## src/rtl/mul_pipe_unit_if.sv

```systemverilog
// Handshake bundle between the issue stage, the multiplier and write-back.
//   issue side : issue_new_request/issue_ready valid-ready pair, issue_id tag,
//                op (fn3 low bits plus word flag), rs1/rs2 operands, flush
//   wb side    : wb_done/wb_ack valid-ack pair, wb_id tag, wb_rd result
// master = issue + write-back logic driving the unit; slave = the unit itself.
interface mul_pipe_unit_if #(
  parameter int XLEN = 32,
  parameter int ID_W = 3
);
  logic            issue_new_request;
  logic            issue_ready;
  logic [ID_W-1:0] issue_id;
  logic [2:0]      op;
  logic [XLEN-1:0] rs1;
  logic [XLEN-1:0] rs2;
  logic            flush;
  logic            wb_done;
  logic [ID_W-1:0] wb_id;
  logic [XLEN-1:0] wb_rd;
  logic            wb_ack;

  modport master (
    output issue_new_request, issue_id, op, rs1, rs2, flush, wb_ack,
    input  issue_ready, wb_done, wb_id, wb_rd
  );

  modport slave (
    input  issue_new_request, issue_id, op, rs1, rs2, flush, wb_ack,
    output issue_ready, wb_done, wb_id, wb_rd
  );
endinterface

```

## src/rtl/mul_pipe_unit.sv

```systemverilog
// Pipelined RV32M/RV64M multiplier (MUL, MULH, MULHSU, MULHU, MULW when XLEN=64).
// Ports:
//   clk  - rising-edge clock
//   rst  - asynchronous active-low reset, clears every stage
//   bus  - mul_pipe_unit_if.slave: issue handshake in, write-back handshake out
// Stage 0 holds the extended operands, stage 1 holds the full product and stages
// 2..LATENCY-1 only carry it so synthesis can retime the multiplier across them.
// Each stage advances when it is empty or the stage after it advances, so bubbles
// collapse under a write-back stall and a full pipeline streams one op per cycle.
module mul_pipe_unit #(
  parameter int XLEN    = 32,
  parameter int LATENCY = 2,
  parameter int ID_W    = 3
) (
  input logic           clk,
  input logic           rst,
  mul_pipe_unit_if.slave bus
);

  // Product of two (XLEN+1)-bit signed operands, kept at full width.
  localparam int PW = 2 * XLEN + 2;

  localparam logic [1:0] SEL_LO   = 2'd0;
  localparam logic [1:0] SEL_HI   = 2'd1;
  localparam logic [1:0] SEL_WORD = 2'd2;

  logic [LATENCY-1:0]    adv;
  logic [LATENCY-1:0]    v_q, v_d;
  logic [ID_W-1:0]       id_q  [LATENCY];
  logic [ID_W-1:0]       id_d  [LATENCY];
  logic [1:0]            sel_q [LATENCY];
  logic [1:0]            sel_d [LATENCY];
  logic signed [XLEN:0]  a_q, a_d, b_q, b_d;
  logic signed [PW-1:0]  prod_q [1:LATENCY-1];
  logic signed [PW-1:0]  prod_d [1:LATENCY-1];

  logic                  word_op, sx_rs1, sx_rs2;
  logic [1:0]            sel_new;
  logic signed [PW-1:0]  a_ext, b_ext;
  logic signed [PW-1:0]  p_last;
  logic signed [31:0]    word_lo;
  logic [XLEN-1:0]       rd;
  logic                  unused_prod_msbs;

  // Advance chain, resolved from the write-back end backwards.
  always_comb begin
    adv = '0;
    adv[LATENCY-1] = ~v_q[LATENCY-1] | bus.wb_ack;
    for (int i = LATENCY - 2; i >= 0; i--) begin
      adv[i] = ~v_q[i] | adv[i+1];
    end
  end

  assign bus.issue_ready = adv[0];

  // Word mode only exists for RV64; on RV32 op[2] has no effect.
  always_comb begin
    word_op = (XLEN == 64) && bus.op[2];
    sx_rs1  = ~word_op && ((bus.op[1:0] == 2'b01) || (bus.op[1:0] == 2'b10));
    sx_rs2  = ~word_op && ((bus.op[1:0] == 2'b00) || (bus.op[1:0] == 2'b01));
    if (word_op) begin
      sel_new = SEL_WORD;
    end else if (bus.op[1:0] == 2'b00) begin
      sel_new = SEL_LO;
    end else begin
      sel_new = SEL_HI;
    end
  end

  always_comb begin
    a_ext = PW'(a_q);
    b_ext = PW'(b_q);
  end

  always_comb begin
    v_d = v_q;
    a_d = a_q;
    b_d = b_q;
    for (int i = 0; i < LATENCY; i++) begin
      id_d[i]  = id_q[i];
      sel_d[i] = sel_q[i];
    end
    for (int i = 1; i < LATENCY; i++) begin
      prod_d[i] = prod_q[i];
    end

    if (adv[0]) begin
      v_d[0]   = bus.issue_new_request;
      id_d[0]  = bus.issue_id;
      sel_d[0] = sel_new;
      if (word_op) begin
        // Only the low product word is returned, so zero-extension is enough.
        a_d = {{(XLEN-31){1'b0}}, bus.rs1[31:0]};
        b_d = {{(XLEN-31){1'b0}}, bus.rs2[31:0]};
      end else begin
        a_d = {sx_rs1 & bus.rs1[XLEN-1], bus.rs1};
        b_d = {sx_rs2 & bus.rs2[XLEN-1], bus.rs2};
      end
    end

    if (adv[1]) begin
      v_d[1]    = v_q[0];
      id_d[1]   = id_q[0];
      sel_d[1]  = sel_q[0];
      prod_d[1] = a_ext * b_ext;
    end

    for (int i = 2; i < LATENCY; i++) begin
      if (adv[i]) begin
        v_d[i]    = v_q[i-1];
        id_d[i]   = id_q[i-1];
        sel_d[i]  = sel_q[i-1];
        prod_d[i] = prod_q[i-1];
      end
    end

    // Flush kills valids only, including a request offered this cycle.
    if (bus.flush) begin
      v_d = '0;
    end
  end

  always_ff @(posedge clk or negedge rst) begin
    if (!rst) begin
      v_q <= '0;
      a_q <= '0;
      b_q <= '0;
      for (int i = 0; i < LATENCY; i++) begin
        id_q[i]  <= '0;
        sel_q[i] <= SEL_LO;
      end
      for (int i = 1; i < LATENCY; i++) begin
        prod_q[i] <= '0;
      end
    end else begin
      v_q <= v_d;
      a_q <= a_d;
      b_q <= b_d;
      for (int i = 0; i < LATENCY; i++) begin
        id_q[i]  <= id_d[i];
        sel_q[i] <= sel_d[i];
      end
      for (int i = 1; i < LATENCY; i++) begin
        prod_q[i] <= prod_d[i];
      end
    end
  end

  // Result select straight off the last stage registers, so outputs hold under stall.
  always_comb begin
    p_last  = prod_q[LATENCY-1];
    word_lo = p_last[31:0];
    case (sel_q[LATENCY-1])
      SEL_HI:   rd = p_last[2*XLEN-1:XLEN];
      SEL_WORD: rd = XLEN'(word_lo);
      default:  rd = p_last[XLEN-1:0];
    endcase
  end

  // The two product MSBs are only sign copies and never selected.
  assign unused_prod_msbs = ^p_last[PW-1:2*XLEN];

  assign bus.wb_done = v_q[LATENCY-1];
  assign bus.wb_id   = id_q[LATENCY-1];
  assign bus.wb_rd   = rd;

endmodule

```

## src/flat_wrapper.sv

```systemverilog
// flat-port wrapper written by rule: the top's interface ports become plain ports
module mul_pipe_unit_flat 
#(
  parameter int XLEN    = 32,
  parameter int LATENCY = 2,
  parameter int ID_W    = 3
)
  (clk, rst, bus_issue_new_request, bus_issue_id, bus_op, bus_rs1, bus_rs2, bus_flush, bus_wb_ack, bus_issue_ready, bus_wb_done, bus_wb_id, bus_wb_rd);
  mul_pipe_unit_if #(.XLEN(XLEN), .ID_W(ID_W)) bus_i ();
  input logic clk;
  input logic rst;
  input wire logic [$bits(bus_i.issue_new_request)-1:0] bus_issue_new_request;
  input wire logic [$bits(bus_i.issue_id)-1:0] bus_issue_id;
  input wire logic [$bits(bus_i.op)-1:0] bus_op;
  input wire logic [$bits(bus_i.rs1)-1:0] bus_rs1;
  input wire logic [$bits(bus_i.rs2)-1:0] bus_rs2;
  input wire logic [$bits(bus_i.flush)-1:0] bus_flush;
  input wire logic [$bits(bus_i.wb_ack)-1:0] bus_wb_ack;
  output wire logic [$bits(bus_i.issue_ready)-1:0] bus_issue_ready;
  output wire logic [$bits(bus_i.wb_done)-1:0] bus_wb_done;
  output wire logic [$bits(bus_i.wb_id)-1:0] bus_wb_id;
  output wire logic [$bits(bus_i.wb_rd)-1:0] bus_wb_rd;
  assign bus_i.issue_new_request = bus_issue_new_request;
  assign bus_i.issue_id = bus_issue_id;
  assign bus_i.op = bus_op;
  assign bus_i.rs1 = bus_rs1;
  assign bus_i.rs2 = bus_rs2;
  assign bus_i.flush = bus_flush;
  assign bus_i.wb_ack = bus_wb_ack;
  assign bus_issue_ready = bus_i.issue_ready;
  assign bus_wb_done = bus_i.wb_done;
  assign bus_wb_id = bus_i.wb_id;
  assign bus_wb_rd = bus_i.wb_rd;
  mul_pipe_unit #(.XLEN(XLEN), .LATENCY(LATENCY), .ID_W(ID_W)) u_core (.clk(clk), .rst(rst), .bus(bus_i));
endmodule
```

## config.mk

```make
export PLATFORM = sky130hd
export DESIGN_NAME = mul_pipe_unit_flat
export DESIGN_NICKNAME = d
export VERILOG_FILES = /design/src/rtl/mul_pipe_unit_if.sv /design/src/rtl/mul_pipe_unit.sv /design/src/flat_wrapper.sv
export SDC_FILE = /design/constraint.sdc
export NUM_CORES = 2
export LEC_CHECK = 0
export CORE_AREA = 2 2 334 336
export CTS_BUF_LIST = sky130_fd_sc_hd__clkbuf_8
export DETAILED_ROUTE_END_ITERATION = 8
export DIE_AREA = 0 0 336 338
export PLACE_DENSITY = 0.58
export SYNTH_ARGS = -nofsm -noshare
export SYNTH_HDL_FRONTEND = slang
export SYNTH_SLANG_ARGS = --single-unit
```

## constraint.sdc

```tcl
create_clock -name clk -period 25.1 [get_ports clk]
set_clock_uncertainty 0.05 [all_clocks]
set_input_delay 5.02 -clock clk [delete_from_list [all_inputs] [get_ports clk]]
set_output_delay 5.02 -clock clk [all_outputs]
set_load 0.01 [all_outputs]
```

* Yosys cells after proc, flatten, opt, wreduce, memory -nomap -nowiden *
Index checks and enable logic that the tools add are counted.
W data, S select, Z words.

storage, ports and cells
  bits in registers = 142
  bits in latches = 0
  bits in writable memories = 0
  ROM bits = 0
  output and inout port bits = 37
  memories kept = 0

operators by class
  $add $sub $neg = 0
  $mul = 1
  div/mod/pow operators = 0
  magnitude comparators = 0
  equal/unequal tests = 3
  shifts and indexed selects = 0
  multiplexer cells = 5
  bitwise operators = 6
  reduce and logical (&&, ||, !) cells = 5

operators with widths
  operator              count
  $mul A33 B33 Y64      1
  $mux W32              1
  $eq A2 B1 Y1 const B  2
  $reduce_bool A2 Y1    2
  $mux W1               3
  $and A1 B1 Y1         2
  $eq A2 B2 Y1 const B  1
  $logic_not A2 Y1      1
  $logic_or A1 B1 Y1    2
  $mux W2               1
  $not A1 Y1            2
  $or A1 B1 Y1          2

* Longest topological paths before layout *
  depth in word-level cells = 5
  depth in mapped cells = 30
  depth with buffers taken out = 27

* Least setup slack after synthesis *
Ideal clock, no wire load.

  path type = input to output
  from = input port bus_wb_ack
  to = output port bus_issue_ready
  data arrival time = 5.894 ns
  data required time = 20.030 ns
  path slack = 14.136 ns
  cell stages on the path = 5
  buffers on the path = 3
  cell sequence = nor2b_1 -> clkbuf_1 -> nand2_1 -> clkbuf_1 -> clkbuf_1

on the way
  longest elaborated chain between the ends = 2

RTL lines
  element       line                 text
  from (decl)   flat_wrapper.sv:18   input wire logic [$bits(bus_i.wb_ack)-1:0] bus_wb_ack;
  $or A1 B1 Y1  mul_pipe_unit.sv:48  adv[LATENCY-1] = ~v_q[LATENCY-1] | bus.wb_ack;
  $or A1 B1 Y1  mul_pipe_unit.sv:50  adv[i] = ~v_q[i] | adv[i+1];
  to (decl)     flat_wrapper.sv:19   output wire logic [$bits(bus_i.issue_ready)-1:0] bus_issue_ready;

No other way between the ends.

* Worst setup path after layout *
Same ends and word-level chain as after synthesis.

==> metrics.yaml <==
fin_tns_setup_ps: 0
syn_area_um2: 43800
top_layer_used: "met4"
avgSynthCellArea_um2: 9.50
pin_count: 112
worst_slew_pin_slew_ps: 1070
synthCells: 4607
drcViolationCount: 0
dieArea_um2: 114000
ctsResizeCount: 0
post-route-period-util_pct: 48.2
holdBufCountCts: 0
met1_length_um: 48200
critPathMaxFanout: 51
wirelength_um: 113000
synth_seq_area_share_pct: 8.00
dr_total_vias: 29701
clockBufferDepth: 2
ys.flop_type: "dfrtp_1"
place.gp.congestion: 0.881
grt_max_degree: 94
cts_buffers: 17
ant_nets: 0
path_clk_slew_ps: 90
cpLargestDelayFamily: "buffers and inverters"
crit_path_frequent_cell: "clkdlybuf4s50_1"
drtPass1Iterations: 5
drt_iter0_drc: 1636
grt-ovfl-total: 0
post_drt_wl_per_cell_um: 18.7
synth-edff-count: 0
critical_path.slowest_cell: "clkdlybuf4s50_1"
rsz0062_at_grt: "no"
htree_levels: 4
syn_nets: 6021
start_util_pct: 39.8
worstPathArrival_ps: 7020
r2r_start: "u_core.b_q[6]"
core_um2: 110000
path_buf_inv: 3
cts_tree: "done"
cp_slowest_stage_delay_ps: 590
first_global_vias: 32813
grt_usage_pct: 21.3
layout.nets: 5953
hpwl_um: 90900
wl_met3_um: 3760
status: "finished, final reports clean"
fmax_mhz: 82.7
area_growth_syn_to_layout_pct: 6.64
synth_cell_type_count: 60
required_ps: 20030
vias_per_cell: 4.91
crit_type: "input port to output port"
finalMaxSlewViolations: 0
hold_violations: 0
cts_setup_buffers: 0
cap_violations: 0
worstSetupStartpoint: "bus_wb_ack"
critPathCaptureType: "output port"
die_h_um: 338
finalSetupViolCount: 0
antenna_found_initial: 2
die_w_um: 336
yosys_warnings: 0
synth_async_sr_flop_share_pct: 100
hp-start: "u_core.p_last[3]"
critPathLaunchType: "input port"
post-route-min-period_ps: 12090
drive_gt1_share_pct: 4.77
register_area_um2: 3530
ys_ff_latch: 140
cts_root_buffer: "clkbuf_8"
clk_latency_ps: 610
dr_wl_met2_um: 59100
slew_headroom_pct: 28.7
grt_pass1_wl_um: 186000
io_buffers: 110
clkSinkCount: 140
min_path_type: "register to register"
multiInputGateArea_um2: 35200
std_cell_rows: 122
fillers: 10887
cp_cell_sequence: "clkdlybuf4s50_1, nor2b_4, buf_4, nand2_4, clkdlybuf4s50_1"
synthesized netlist by cell type, types with 3 or more instances:
cell type | instances | area [µm²]
xor2_1 | 22 | 193
inv_1 | 1097 | 4120
nand3_1 | 17 | 85.1
nor2b_1 | 11 | 68.8
a211o_1 | 4 | 35.0
nor2_1 | 100 | 375
buf_1 | 3 | 11.3
clkbuf_1 | 244 | 916
nand4_1 | 13 | 81.3
nor3_1 | 10 | 50.1
o31a_1 | 4 | 35.0
buf_4 | 3 | 22.5
a211oi_1 | 11 | 82.6
nand2b_1 | 16 | 100
nand2_1 | 616 | 2310
nand4b_1 | 3 | 26.3
dfrtp_1 | 140 | 3500
ha_1 | 214 | 2680
o21a_1 | 3 | 22.5
o31ai_1 | 6 | 45.0
mux2_2 | 99 | 1110
and3_1 | 8 | 50.1
fa_1 | 1125 | 22500
o21ai_0 | 55 | 275
and2_1 | 543 | 3400
a21oi_1 | 100 | 500
or3_1 | 5 | 31.3
o211ai_1 | 7 | 52.6
a31oi_1 | 8 | 50.1
xnor2_1 | 51 | 447
buf_2 | 3 | 15.0
o21bai_1 | 10 | 75.1
a21o_1 | 20 | 150
cell families (layout without fill, tap and decap cells):
family / after synthesis / after routing / share of synthesized area, %
muxes: 100 / 100 / 2.57
other: 0 / 3 / 0
AOI/OAI and AO/OA: 257 / 257 / 3.66
DFF: 140 / 140 / 8.00
buffers and inverters: 1351 / 1296 / 11.6
xor gates and xnor gates: 73 / 73 / 1.46
adders and majority gates: 1339 / 1339 / 57.6
and+or+nand+nor: 1347 / 1347 / 15.1
worst reg2reg max path, stage by stage, from the launching register on:
cell	delay, ps
dfrtp_1	760
buf_4	410
nand2_1	200
inv_1	90
fa_1	530
inv_1	140
fa_1	610
inv_1	140
fa_1	570
inv_1	60
fa_1	890
fa_1	560
fa_1	560
fa_1	430
fa_1	490
inv_1	40
ha_1	350
a21oi_1	230
o21bai_1	110
a2111oi_0	430
o31ai_1	130
a31oi_1	160
o31a_1	280
o211ai_1	140
a31oi_1	230
xnor2_1	140
a21oi_1	80
registers in the layout, indices dropped and copies added, names as in the netlist:
name	flops
u_core.a_q	33
u_core.bus.wb_id	3
u_core.p_last	64
u_core.v_q	2
u_core.sel_q	2
u_core.b_q	33
u_core.id_q	3
per-stage QoR:
step	utilization, %	hold slack [ps]	instances	worst slack (ps)	instance area, µm²
3_5_place_dp	42.0	403	6008	12970	46200
6_report	42.4	419	6043	13010	46700
2_1_floorplan	-	385	4607	14140	43800
4_1_cts	42.4	424	6040	12960	46700
5_1_grt	42.4	449	6041	12910	46700
3_3_place_gp	42.0	396	6008	12990	46200
cells in the final DEF (no fill, tap or decap), drive strengths merged, types with 6 or more instances in the layout:
master,n
and3,8
nand4,13
nor2b,11
ha,214
o31ai,6
nor3,11
o21ai,57
nand3,17
and2,543
clkdlybuf4s50,109
a21o,20
o21bai,11
clkbuf,18
a21oi,101
xor2,22
nor2,100
fa,1125
dfrtp,140
xnor2,51
a211oi,12
o211ai,7
nand2,616
buf,58
mux2,99
inv,1106
a31oi,8
nand2b,16
path summary, 6_finish.rpt:
check                      slack (ps)  depth (start not counted)                end
min reg2reg                       420                          2   u_core.p_last[3]
max reg2reg                     16110                         26  u_core.p_last[63]
max in group asynchronous       18910                          3     u_core.id_q[4]
min                               420                          2   u_core.p_last[3]
min in group asynchronous        4360                          1     u_core.b_q[28]
max                             13010                          5    bus_issue_ready
metal layers:
metal,global-route usage [%],vias up
li1,-,13134
met1,27.8,15908
met2,38.4,541
met3,1.99,118
met4,4.39,0
met5,0,-
area by class of cell:
cell class / count / share of cell area [%]
clock buffer: 18 / 0.531
timing repair buffer: 167 / 3.28
tap: 1488 / 3.99
inverter: 1097 / 8.82
sequential: 140 / 7.55
antenna: 3 / 0.0161
clock inverter: 14 / 0.405
multi-input combinational: 3116 / 75.4
Power is not shown: default switching activity piles up to over one toggle a cycle in this logic, so the estimate is an artifact.
